### src/rtl/acc_bank_pkg.sv
// -----------------------------------------------------------------------------
// acc_bank_pkg
//   Shared definitions for the multi-channel accumulator bank:
//     - read-select codes for the readback port
//     - FSM state encoding for the clear sweep
//     - helper that sizes the read-select field
//   No ports (package).
// -----------------------------------------------------------------------------
package acc_bank_pkg;

    // Read-select codes. Codes SEL_ACC0 .. SEL_ACC0+NSLICE-1 pick accumulator
    // slices, least-significant slice first.
    localparam int SEL_COUNT = 0;
    localparam int SEL_FLAGS = 1;
    localparam int SEL_ACC0  = 2;

    typedef enum logic [0:0] {
        ST_IDLE  = 1'b0,
        ST_CLEAR = 1'b1
    } state_t;

    // Width of rd_sel: count + flags + one code per accumulator slice.
    function automatic int sel_w(input int nslice);
        return $clog2(nslice + 2);
    endfunction

endpackage

### src/rtl/acc_bank_channel.sv
// -----------------------------------------------------------------------------
// acc_bank_channel
//   One accumulator channel: ACC_W accumulator, CNT_W add counter, sticky
//   carry (counter wrapped) and sticky ovf flags.
//   Build option SATURATE_EN: when defined the accumulator clamps at all-ones
//   and ovf marks a clamp; otherwise it wraps and ovf marks the carry-out.
//
// Ports
//   clock     in   rising-edge clock
//   reset     in   synchronous, active-low
//   add_en    in   add add_data into this channel this edge
//   add_data  in   ACC_W operand (already zero-extended)
//   clr_en    in   zero acc/cnt/carry/ovf this edge (wins over add_en)
//   acc       out  accumulator value
//   cnt       out  add counter
//   carry     out  sticky counter-wrap flag
//   ovf       out  sticky overflow flag
// -----------------------------------------------------------------------------
module acc_bank_channel
    import acc_bank_pkg::*;
#(
    parameter int ACC_W = 16,
    parameter int CNT_W = 8
) (
    input  logic             clock,
    input  logic             reset,
    input  logic             add_en,
    input  logic [ACC_W-1:0] add_data,
    input  logic             clr_en,
    output logic [ACC_W-1:0] acc,
    output logic [CNT_W-1:0] cnt,
    output logic             carry,
    output logic             ovf
);

    // One extra bit holds the carry-out of the accumulator add.
    logic [ACC_W:0] sum;
    logic           cnt_wrap;

    assign sum      = {1'b0, acc} + {1'b0, add_data};
    assign cnt_wrap = &cnt;

    // NOTE: state registers use non-blocking assignments so every flop samples
    // pre-edge values; the reset is tested inside the clocked block (synchronous).
    always_ff @(posedge clock) begin
        if (!reset) begin
            acc   <= '0;
            cnt   <= '0;
            carry <= 1'b0;
            ovf   <= 1'b0;
        end else if (clr_en) begin
            acc   <= '0;
            cnt   <= '0;
            carry <= 1'b0;
            ovf   <= 1'b0;
        end else if (add_en) begin
            cnt <= cnt + 1'b1;
            if (cnt_wrap) begin
                carry <= 1'b1;
            end
            // Carry-out and "would clamp" are the same condition.
            if (sum[ACC_W]) begin
                ovf <= 1'b1;
            end
`ifdef SATURATE_EN
            acc <= sum[ACC_W] ? '1 : sum[ACC_W-1:0];
`else
            acc <= sum[ACC_W-1:0];
`endif
        end
    end

endmodule

### src/rtl/acc_bank.sv
// -----------------------------------------------------------------------------
// acc_bank
//   Multi-channel adder/accumulator with a valid/ready operand stream.
//   Stage 1 registers the accepted operand (op_reg); stage 2 adds it into the
//   selected channel. A clear_all request runs a sweep that zeroes one channel
//   per cycle. Reads are registered and return one OUT_W-wide field.
//   Build option SATURATE_EN: accumulators clamp instead of wrapping
//   (see acc_bank_channel).
//
// Ports
//   clock       in   rising-edge clock
//   reset       in   synchronous, active-low
//   in_valid    in   operand valid
//   in_ready    out  operand accepted when in_valid & in_ready
//   data_in     in   DATA_W operand
//   ch_in       in   target channel of the operand
//   clear_all   in   request to zero every channel (honoured in IDLE only)
//   clear_done  out  pulse during the last sweep cycle
//   rd_en       in   read request
//   rd_ch       in   channel to read
//   rd_sel      in   0=count, 1={ovf,carry}, 2..NSLICE+1=acc slice
//   rd_valid    out  data_out valid, one cycle after rd_en
//   data_out    out  registered read data (holds when rd_en=0)
// -----------------------------------------------------------------------------
module acc_bank
    import acc_bank_pkg::*;
#(
    parameter  int DATA_W = 8,
    parameter  int ACC_W  = 16,
    parameter  int CNT_W  = 8,
    parameter  int NUM_CH = 4,
    parameter  int OUT_W  = 8,
    localparam int CH_W   = $clog2(NUM_CH),
    localparam int NSLICE = ACC_W / OUT_W,
    localparam int SEL_W  = sel_w(NSLICE)
) (
    input  logic              clock,
    input  logic              reset,
    input  logic              in_valid,
    output logic              in_ready,
    input  logic [DATA_W-1:0] data_in,
    input  logic [CH_W-1:0]   ch_in,
    input  logic              clear_all,
    output logic              clear_done,
    input  logic              rd_en,
    input  logic [CH_W-1:0]   rd_ch,
    input  logic [SEL_W-1:0]  rd_sel,
    output logic              rd_valid,
    output logic [OUT_W-1:0]  data_out
);

    typedef struct packed {
        logic              valid;
        logic [CH_W-1:0]   ch;
        logic [DATA_W-1:0] data;
    } op_t;

    state_t            state;
    state_t            state_nxt;
    logic [CH_W-1:0]   sweep_idx;
    logic              sweep_last;
    op_t               op_reg;
    logic              accept;

    logic [ACC_W-1:0]  acc_q [NUM_CH];
    logic [CNT_W-1:0]  cnt_q [NUM_CH];
    logic [NUM_CH-1:0] carry_q;
    logic [NUM_CH-1:0] ovf_q;

    // ------------------------------------------------------------------
    // Clear-sweep FSM
    // ------------------------------------------------------------------
    assign sweep_last = (sweep_idx == CH_W'(NUM_CH - 1));

    // NOTE: every output of this block gets a default first, so no path
    // through the case can leave a latch behind.
    always_comb begin
        state_nxt  = state;
        in_ready   = 1'b0;
        clear_done = 1'b0;
        case (state)
            ST_IDLE: begin
                // Drop ready as soon as the clear is requested so nothing new
                // enters op_reg behind the sweep.
                in_ready = !clear_all;
                if (clear_all) begin
                    state_nxt = ST_CLEAR;
                end
            end
            ST_CLEAR: begin
                clear_done = sweep_last;
                if (sweep_last) begin
                    state_nxt = ST_IDLE;
                end
            end
            default: state_nxt = ST_IDLE;
        endcase
    end

    always_ff @(posedge clock) begin
        if (!reset) begin
            state     <= ST_IDLE;
            sweep_idx <= '0;
        end else begin
            state <= state_nxt;
            if (state == ST_CLEAR && !sweep_last) begin
                sweep_idx <= sweep_idx + 1'b1;
            end else begin
                sweep_idx <= '0;
            end
        end
    end

    // ------------------------------------------------------------------
    // Stage 1: operand register. An op captured before clear_all commits
    // on the same edge the FSM enters CLEAR, i.e. ahead of the sweep.
    // ------------------------------------------------------------------
    assign accept = in_valid && in_ready;

    always_ff @(posedge clock) begin
        if (!reset) begin
            op_reg <= '0;
        end else begin
            op_reg.valid <= accept;
            op_reg.ch    <= ch_in;
            op_reg.data  <= data_in;
        end
    end

    // ------------------------------------------------------------------
    // Stage 2: channel bank
    // ------------------------------------------------------------------
    for (genvar k = 0; k < NUM_CH; k++) begin : g_ch
        logic add_en;
        logic clr_en;

        assign add_en = op_reg.valid && (op_reg.ch == CH_W'(k));
        assign clr_en = (state == ST_CLEAR) && (sweep_idx == CH_W'(k));

        acc_bank_channel #(
            .ACC_W (ACC_W),
            .CNT_W (CNT_W)
        ) u_ch (
            .clock    (clock),
            .reset    (reset),
            .add_en   (add_en),
            .add_data (ACC_W'(op_reg.data)),
            .clr_en   (clr_en),
            .acc      (acc_q[k]),
            .cnt      (cnt_q[k]),
            .carry    (carry_q[k]),
            .ovf      (ovf_q[k])
        );
    end

    // ------------------------------------------------------------------
    // Read mux and output register. The mux looks at the channel state
    // before this edge's update, so a same-edge add or clear is not seen.
    // ------------------------------------------------------------------
    logic [OUT_W-1:0]       rd_word;
    logic [ACC_W-1:0]       rd_acc;
    logic [CNT_W+OUT_W-1:0] cnt_ext;
    logic [OUT_W+1:0]       flag_ext;

    always_comb begin
        rd_word  = '0;
        rd_acc   = '0;
        cnt_ext  = '0;
        flag_ext = '0;
        for (int k = 0; k < NUM_CH; k++) begin
            if (rd_ch == CH_W'(k)) begin
                rd_acc   = acc_q[k];
                cnt_ext  = {{OUT_W{1'b0}}, cnt_q[k]};
                flag_ext = {{OUT_W{1'b0}}, ovf_q[k], carry_q[k]};
            end
        end
        if (int'(rd_sel) == SEL_COUNT) begin
            rd_word = cnt_ext[OUT_W-1:0];
        end else if (int'(rd_sel) == SEL_FLAGS) begin
            rd_word = flag_ext[OUT_W-1:0];
        end else begin
            // Codes past the last slice fall through and read as zero.
            for (int s = 0; s < NSLICE; s++) begin
                if (int'(rd_sel) == SEL_ACC0 + s) begin
                    rd_word = rd_acc[s*OUT_W +: OUT_W];
                end
            end
        end
    end

    always_ff @(posedge clock) begin
        if (!reset) begin
            rd_valid <= 1'b0;
            data_out <= '0;
        end else begin
            rd_valid <= rd_en;
            if (rd_en) begin
                data_out <= rd_word;
            end
        end
    end

endmodule

### config.mk
export PLATFORM = sky130hd
export DESIGN_NAME = acc_bank
export DESIGN_NICKNAME = d
export VERILOG_FILES = /design/src/rtl/acc_bank_pkg.sv /design/src/rtl/acc_bank_channel.sv /design/src/rtl/acc_bank.sv
export SDC_FILE = /design/constraint.sdc
export NUM_CORES = 1
export LEC_CHECK = 0
export CAP_MARGIN = 20
export CORE_UTILIZATION = 40
export CTS_CLUSTER_SIZE = 20
export DETAILED_ROUTE_END_ITERATION = 6
export PLACE_DENSITY = 0.53
export SLEW_MARGIN = 30
export SYNTH_ARGS = -nofsm -noshare
export SYNTH_HDL_FRONTEND = slang
export SYNTH_SLANG_ARGS = --single-unit
export TNS_END_PERCENT = 20
### constraint.sdc
create_clock -name clock -period 3.45 [get_ports clock]
set_clock_uncertainty 0.2 [all_clocks]
set_input_delay 1.035 -clock clock [delete_from_list [all_inputs] [get_ports clock]]
set_output_delay 1.035 -clock clock [all_outputs]
set_load 0.01 [all_outputs]
==> results.yml, run 1 <==
run_status:
  status: "finished clean"
synth:
  syn_area_um2: 7260
  synth.area.top_cells: "dfxtp_1 (35%), ha_1 (6.9%), nand2_1 (5.0%)"
  synth_warnings: 0
  syn_inst: 834
  avgSynthCellArea_um2: 8.71
  synth_edf_count: 0
  synth_top_cell_area_share_pct: 35.0
  ys_types: 71
  yosysTopAreaCell: "dfxtp_1"
  ys_seq_elements: 127
  seq_area_frac_synth_pct: 35.0
  synth_ff_type: "dfxtp_1"
  synthArstFlopShare_pct: 0
  syn_nets: 897
clocking:
  cts_max_level: 4
  cts_tree: "done"
  cts_sinks: 127
  cts_resized: 0
  cts_setup_buffers: 0
  clockBufferDepth: 2
  cts_buffers: 17
  postCtsHoldBufs: 0
  cts_root_buf: "clkbuf_16"
  clk_pin_slew_ps: 60
  clock_latency_ps: 430
drt:
  wl_per_cell_um: 19.3
  dr.first_iter.drc_count: 495
  detail_route.wirelength_um: 21200
  antenna_left: 0
  drc: 0
  dr.pass1.iters: 5
  vias_per_cell: 5.82
  vias: 6403
sta:
  final-setup-viol-count: 0
  period_share_pct: 97.9
  relSlewSlack_pct: 51.9
  layout_min_cycle_time_ps: 3380
  hold_viol_final: 0
  drv_slew: 0
  tightest_slew_ps: 722
  setup_ws_ps: 72.6
  rsz0062_at_grt: "false"
  fmax_ghz: 0.296
  fin_setup_tns_ps: 0
finish:
  multi_input_area_um2: 4500
  stdcell_area_um2: 8430
  syn_to_final_growth_pct: 16.1
  seqCellArea_um2: 2540
  drive_gt1_share_pct: 9.83
  nets: 925
  n_antenna_cell: 0
  num-fill-cells: 1649
  largest_register_ffs: 64
die:
  die_h_um: 137
  boundaryPins: 30
  coreArea_um2: 17500
  initial_core_util_pct: 41.4
  rows: 48
  dieArea_um2: 18700
  die_x_um: 137
setup_path:
  cp.arrival_ps: 2140
  crit_fanout: 3
  worstSetupPathType: "in -> out"
  ff2ff_setup_slack_ps: 850
  critPathCaptureType: "output pin"
  worstPathRequired_ps: 2210
  cp-start-kind: "input port"
global_route:
  grt_first_pass_wirelength_um: 33100
  grt_usage_pct: 23.8
  grt_pass1_vias: 6088
  antenna_found_initial: 0
  grt_max_degree: 34
  grt.overflow.total: 0
power_and_ir_drop:
  leakagePower_uw: 0.00323
  peakVddDrop_v: 0.000359
  p_per_area_nw_per_um2: 424
placement:
  dp_hpwl_um: 15600
  place_area_um2: 7840
  post-place-ws_ps: 30.7
  gp_congestion: 0.934
  port_buffers: 29
run:
  max_cap_violations: 0
min_path:
  hp-class: "reg -> reg"
[layout by cell type (no fill, tap or decap), types with 9 or more instances in the layout]
master,synthesis,layout
a211oi_1,9,9
a21o_1,9,9
a21oi_1,70,70
and2_1,16,16
and3_1,16,16
buf_4,3,18
clkbuf_16,0,17
clkdlybuf4s50_1,0,28
dfxtp_1,127,127
ha_1,40,40
inv_1,10,10
mux2i_1,27,27
mux4_2,9,9
nand2_1,96,96
nand3_1,32,32
nand4_1,20,20
nor2_1,64,63
o211ai_1,10,10
o21a_1,10,10
o21ai_0,35,35
or3_1,13,13
or4_1,10,10
xnor2_1,23,23
xor2_1,19,19
[per-layer routing]
metal  up-vias  wire, µm  global-route usage (%)
met1      3104     10000                    31.6
met2       140      9860                    38.3
met5         -         0                       0
met4         0       541                    9.32
met3        33       783                    4.22
li1       3126         -                       -
[path summary, 6_finish.rpt]
kind         cells past startpoint                             start                                end
max                              3                         clear_all                           in_ready
max reg2reg                      7              op_reg[0]$_SDFF_PN0_  g_ch[1].u_ch.acc[10]$_SDFFE_PP0P_
min                              2  g_ch[2].u_ch.acc[3]$_SDFFE_PP0P_   g_ch[2].u_ch.acc[3]$_SDFFE_PP0P_
min reg2reg                      2  g_ch[2].u_ch.acc[3]$_SDFFE_PP0P_   g_ch[2].u_ch.acc[3]$_SDFFE_PP0P_
[worst max-delay path: stages]
cell	delay (ps)
clkdlybuf4s50_1	410
nor2_2	130
clkdlybuf4s50_1	560
[power breakdown]
part           internal, µW  switching [µW]  total, µW
clock network          1070             748       1820
registers              1480            28.7       1510
logic                   107             137        244
total                  2660             914       3580
[Yosys cell counts (8+ instances only)]
master / n
o21ai_0: 35
xor2_1: 19
or4_1: 10
ha_1: 40
and3_1: 16
nor2_1: 64
mux2i_1: 27
and2_1: 16
a21o_1: 9
o21a_1: 10
a211oi_1: 9
mux4_2: 9
clkbuf_1: 27
xnor2_1: 23
a21oi_1: 70
inv_1: 10
o211ai_1: 10
mux2_2: 8
dfxtp_1: 127
or3_1: 13
buf_2: 11
nand2_1: 96
nand3_1: 32
nand4_1: 20
[stage by stage]
stage                     cells  power (µW)  util, %  hold WS [ps]
after detailed placement   1068        1790     44.7           263
after CTS                  1100        3600     48.1           280
after floorplan             834        1680        -           236
final                      1100        3580     48.1           278
after global placement     1068        1780     44.7           254
after global routing       1100        3690     48.1           310
[cells by family (layout without fill, tap and decap cells)]
group | after synthesis | in the layout | synth area share, %
muxes | 44 | 44 | 7.75
and+or+nand+nor | 322 | 322 | 22.7
adders and majority gates | 44 | 44 | 8.00
xor gates and xnor gates | 42 | 42 | 5.07
DFF | 127 | 127 | 35.0
AOI/OAI and AO/OA | 204 | 204 | 18.4
buffers and inverters | 51 | 92 | 2.98
[final cells by class]
type,count,share of cell area [%]
multi-input combinational,656,53.4
sequential,127,30.1
tap,225,3.34
clock inverter,14,1.87
timing repair buffer,50,5.70
inverter,10,0.445
clock buffer,18,5.09
Note: power is estimated with default switching activity, not from simulation.
==> inputs of run 2 (changes only) <==
Settings changed: CORE_UTILIZATION 40 to 44, PLACE_DENSITY 0.53 to 0.58, SLEW_MARGIN 30 to 20.
==> results.yml, run 2 (same netlist as run 1, synthesis figures left out) <==
setup_path:
  worstPathRequired_ps: 2210
  crit_fanout: 2
  critPathCaptureType: "output pin"
  reg2regPathDepth: 7
  worstSetupPathType: "in -> out"
  crit_slowest_cell: "clkdlybuf4s50_1"
  rr_startpoint: "op_reg[0]$_SDFF_PN0_"
  cp-start-kind: "input port"
  cp.arrival_ps: 2110
  cpPeakStageDelay_ps: 550
  ff2ff_setup_slack_ps: 920
  startpoint: "clear_all"
  crit_path_frequent_cell: "clkdlybuf4s50_1"
  path_cells: "clkdlybuf4s50_1 > nor2_1 > clkdlybuf4s50_1"
  r2r-end: "g_ch[1].u_ch.acc[12]$_SDFFE_PP0P_"
sta:
  drv_slew: 0
  layout_min_cycle_time_ps: 3340
  relSlewSlack_pct: 57.8
  fin_setup_tns_ps: 0
  rsz0062_at_grt: "false"
  period_share_pct: 96.9
  fmax_ghz: 0.299
  tightest_slew_ps: 633
  hold_viol_final: 0
  final-setup-viol-count: 0
placement:
  port_buffers: 29
  dp_hpwl_um: 14900
  dp.cells: 1059
  gp_congestion: 0.897
min_path:
  hold_start: "g_ch[3].u_ch.ovf$_SDFFE_PP0P_"
  holdPathStages: 1
  hp-class: "reg -> reg"
  min_to: "g_ch[3].u_ch.ovf$_SDFFE_PP0P_"
global_route:
  grt_first_pass_wirelength_um: 32100
  grt.overflow.total: 0
  grt_usage_pct: 25.1
  antenna_found_initial: 0
  grt_max_degree: 36
  grt_pass1_vias: 5951
drt:
  dr.pass1.iters: 5
  vias_per_cell: 5.81
  drc: 0
  antenna_left: 0
  detail_route.wirelength_um: 20100
  vias: 6344
  dr.first_iter.drc_count: 452
  wl_per_cell_um: 18.5
finish:
  n_antenna_cell: 0
  num-fill-cells: 1534
  final_cell_mix: "dfxtp_1 (127), nand2_1 (96), a21oi_1 (70), nor2_1 (64), ha_1 (40)"
  stdcell_count: 1091
  syn_to_final_growth_pct: 16.2
  nets: 925
  final_util_pct: 52.7
  drive_gt1_share_pct: 9.71
  layout.cells.most_common: "dfxtp_1"
  largest_register_ffs: 64
clocking:
  clock_latency_ps: 420
  cts_buffers: 17
  cts_tree: "done"
  cts_root_buf: "clkbuf_16"
  clk_pin_slew_ps: 60
  cts_resized: 0
  postCtsHoldBufs: 0
  cts_setup_buffers: 0
  clockBufferDepth: 2
  cts_sinks: 127
  cts_max_level: 4
power_and_ir_drop:
  finalPower_uw: 3620
  p_per_area_nw_per_um2: 429
  peakVddDrop_v: 0.000396
  leakagePower_uw: 0.00323
die:
  boundaryPins: 30
  die_x_um: 130
  coreArea_um2: 16000
  die_h_um: 130
  dieArea_um2: 17000
  initial_core_util_pct: 45.4
  rows: 46
run_status:
  status: "finished clean"
run:
  max_cap_violations: 0
run 2: cell types whose count changed in the layout (fill, tap and decap cells not counted), moves of 2 or more:
cell and change:
inv_6 -3, clkinv_2 +2, clkbuf_8 +2, clkinv_4 -2
run 2: routing by layer:
metal,part of all wire (%),GRT usage [%],vias to the layer above
met1,47,34.2,3050
met4,1.4,7.71,0
met3,4.7,5.17,24
li1,-,-,3117
met5,0,0,-
met2,47,40.0,153
run 2: how the worst max path moves through the flow:
| stage | end | slack, ps | cells after the start |
|---|---|---|---|
| 6_report | in_ready | 110 | 3 |
| 5_1_grt | in_ready | 30 | 3 |
| 4_1_cts | in_ready | 100 | 3 |
| 3_5_place_dp | in_ready | 110 | 3 |
| 3_3_place_gp | in_ready | 100 | 3 |
| 2_1_floorplan | data_out[1]$_SDFFE_PN0P_ | 870 | 7 |
run 2: worst max-delay path: cells and delay by family:
kind / cells / cell delay, ps
buf+inv: 2 / 950
simple gates: 1 / 120
run 2: where the power goes:
part | switching, µW | internal [µW] | leakage, µW
Sequential | 26.9 | 1480 | 0.00103
Combinational | 139 | 106 | 0.00192
Clock | 688 | 1170 | 0.000291
run 2: layout make-up:
class	instances	area (µm²)	share of cell area [%]
multi-input combinational	656	4500	53.3
sequential	127	2540	30.1
timing repair buffer	50	473	5.60
clock buffer	19	453	5.37
tap	216	270	3.20
clock inverter	13	161	1.91
inverter	10	37.5	0.445
run 2: through the flow:
stage,worst slack (ps),area (µm²),hold WS [ps]
2_1_floorplan,871,7260,236
3_3_place_gp,99.0,7830,250
3_5_place_dp,109,7830,259
4_1_cts,102,8440,272
5_1_grt,33.9,8440,300
6_report,108,8440,270
==> inputs of run 3 (changes only) <==
Settings changed: CORE_ASPECT_RATIO set to 1.5, CORE_MARGIN set to 8.
==> results.yml, run 3 (same netlist as run 1, synthesis figures left out) <==
setup_path:
  crit_fanout: 3
  worstSetupPathType: "in -> out"
  worstPathRequired_ps: 2210
  critPathCaptureType: "output pin"
  cp.arrival_ps: 1800
  cp-start-kind: "input port"
die:
  coreArea_um2: 16200
  initial_core_util_pct: 44.8
  dieArea_um2: 21000
  die_x_um: 121
  boundaryPins: 30
  rows: 57
  die_h_um: 173
clocking:
  cts_resized: 0
  clock_latency_ps: 430
  clockBufferDepth: 2
  cts_root_buf: "clkbuf_16"
  clk_pin_slew_ps: 70
  cts_sinks: 127
  cts_buffers: 17
  cts_tree: "done"
  postCtsHoldBufs: 0
  cts_setup_buffers: 0
  cts_max_level: 4
global_route:
  antenna_found_initial: 0
  grt_usage_pct: 20.4
  grt_max_degree: 34
  grt_first_pass_wirelength_um: 33700
  grt.overflow.total: 0
  grt_pass1_vias: 6336
run:
  max_cap_violations: 0
finish:
  n_antenna_cell: 0
  syn_to_final_growth_pct: 14.8
  final_cell_mix: "dfxtp_1 (127), nand2_1 (96), a21oi_1 (70), nor2_1 (64), ha_1 (40)"
  largest_register_ffs: 64
  layout.cells.most_common: "dfxtp_1"
  drive_gt1_share_pct: 9.41
  nets: 921
  stdcell_count: 1077
  num-fill-cells: 1519
drt:
  dr.pass1.iters: 5
  detail_route.wirelength_um: 21000
  drc: 0
  vias_per_cell: 5.97
  wl_per_cell_um: 19.5
  vias: 6429
  dr.first_iter.drc_count: 447
  antenna_left: 0
sta:
  rsz0062_at_grt: "false"
  fmax_ghz: 0.330
  relSlewSlack_pct: 52.5
  tightest_slew_ps: 712
  layout_min_cycle_time_ps: 3030
  drv_slew: 0
  final-setup-viol-count: 0
  fin_setup_tns_ps: 0
  period_share_pct: 87.9
  hold_viol_final: 0
run_status:
  status: "finished clean"
placement:
  dp.cells: 1045
  port_buffers: 29
  gp_congestion: 0.921
  dp_hpwl_um: 15800
power_and_ir_drop:
  seqPwrFrac_pct: 43.4
  p_sw_uw: 946
  switching_share_pct: 27.1
  peakVddDrop_v: 0.000223
  p_per_area_nw_per_um2: 418
  combPwrFrac_pct: 6.8
  leakagePower_uw: 0.00321
  p_int_uw: 2540
  power.share.clock_pct: 49.9
min_path:
  hp-class: "reg -> reg"
run 3: final cells by class:
type	count	area [µm²]	area share, %
Multi-Input combinational cell	656	4500	54.0
Clock inverter	15	143	1.71
Inverter	10	37.5	0.450
Clock buffer	17	425	5.10
Tap cell	206	258	3.09
Timing Repair Buffer	46	428	5.13
Sequential cell	127	2540	30.5
run 3: critical path, stage by stage:
cell and delay [ps]:
clkdlybuf4s50_1 410, nor2_1 160, dlymetal6s2s_1 200
run 3: worst paths after layout:
kind / from / to / slack (ps) / depth (start not counted)
min reg2reg: g_ch[3].u_ch.ovf$_SDFFE_PP0P_ / g_ch[3].u_ch.ovf$_SDFFE_PP0P_ / 270 / 1
max: clear_all / in_ready / 420 / 3
max reg2reg: op_reg[0]$_SDFF_PN0_ / g_ch[1].u_ch.acc[10]$_SDFFE_PP0P_ / 860 / 7
min: g_ch[3].u_ch.ovf$_SDFFE_PP0P_ / g_ch[3].u_ch.ovf$_SDFFE_PP0P_ / 270 / 1
run 3: metrics by stage:
stage	hold slack, ps	total power [µW]	setup WS [ps]	area [µm²]	util (%)
2_1_floorplan	236	1680	871	7260	-
3_3_place_gp	249	1770	57.9	7760	48.0
3_5_place_dp	255	1780	41.3	7760	48.0
4_1_cts	271	3510	27.8	8330	51.5
5_1_grt	288	3600	332	8340	51.5
6_report	268	3490	419	8340	51.5
run 3: power by group through the flow:
stage / combinational (µW) / clock, µW / sequential (µW)
4_1_cts: 235 / 1760 / 1510
2_1_floorplan: 150 / 0 / 1530
5_1_grt: 256 / 1830 / 1510
3_3_place_gp: 228 / 0 / 1540
6_report: 236 / 1740 / 1510
3_5_place_dp: 234 / 0 / 1550
run 3: metal layers:
layer	track usage (%)	routed length, µm	vias to the layer above
met5	0	0	-
met1	23.0	8650	3115
met3	3.98	798	43
li1	-	-	3108
met4	9.78	729	0
met2	35.6	10800	163
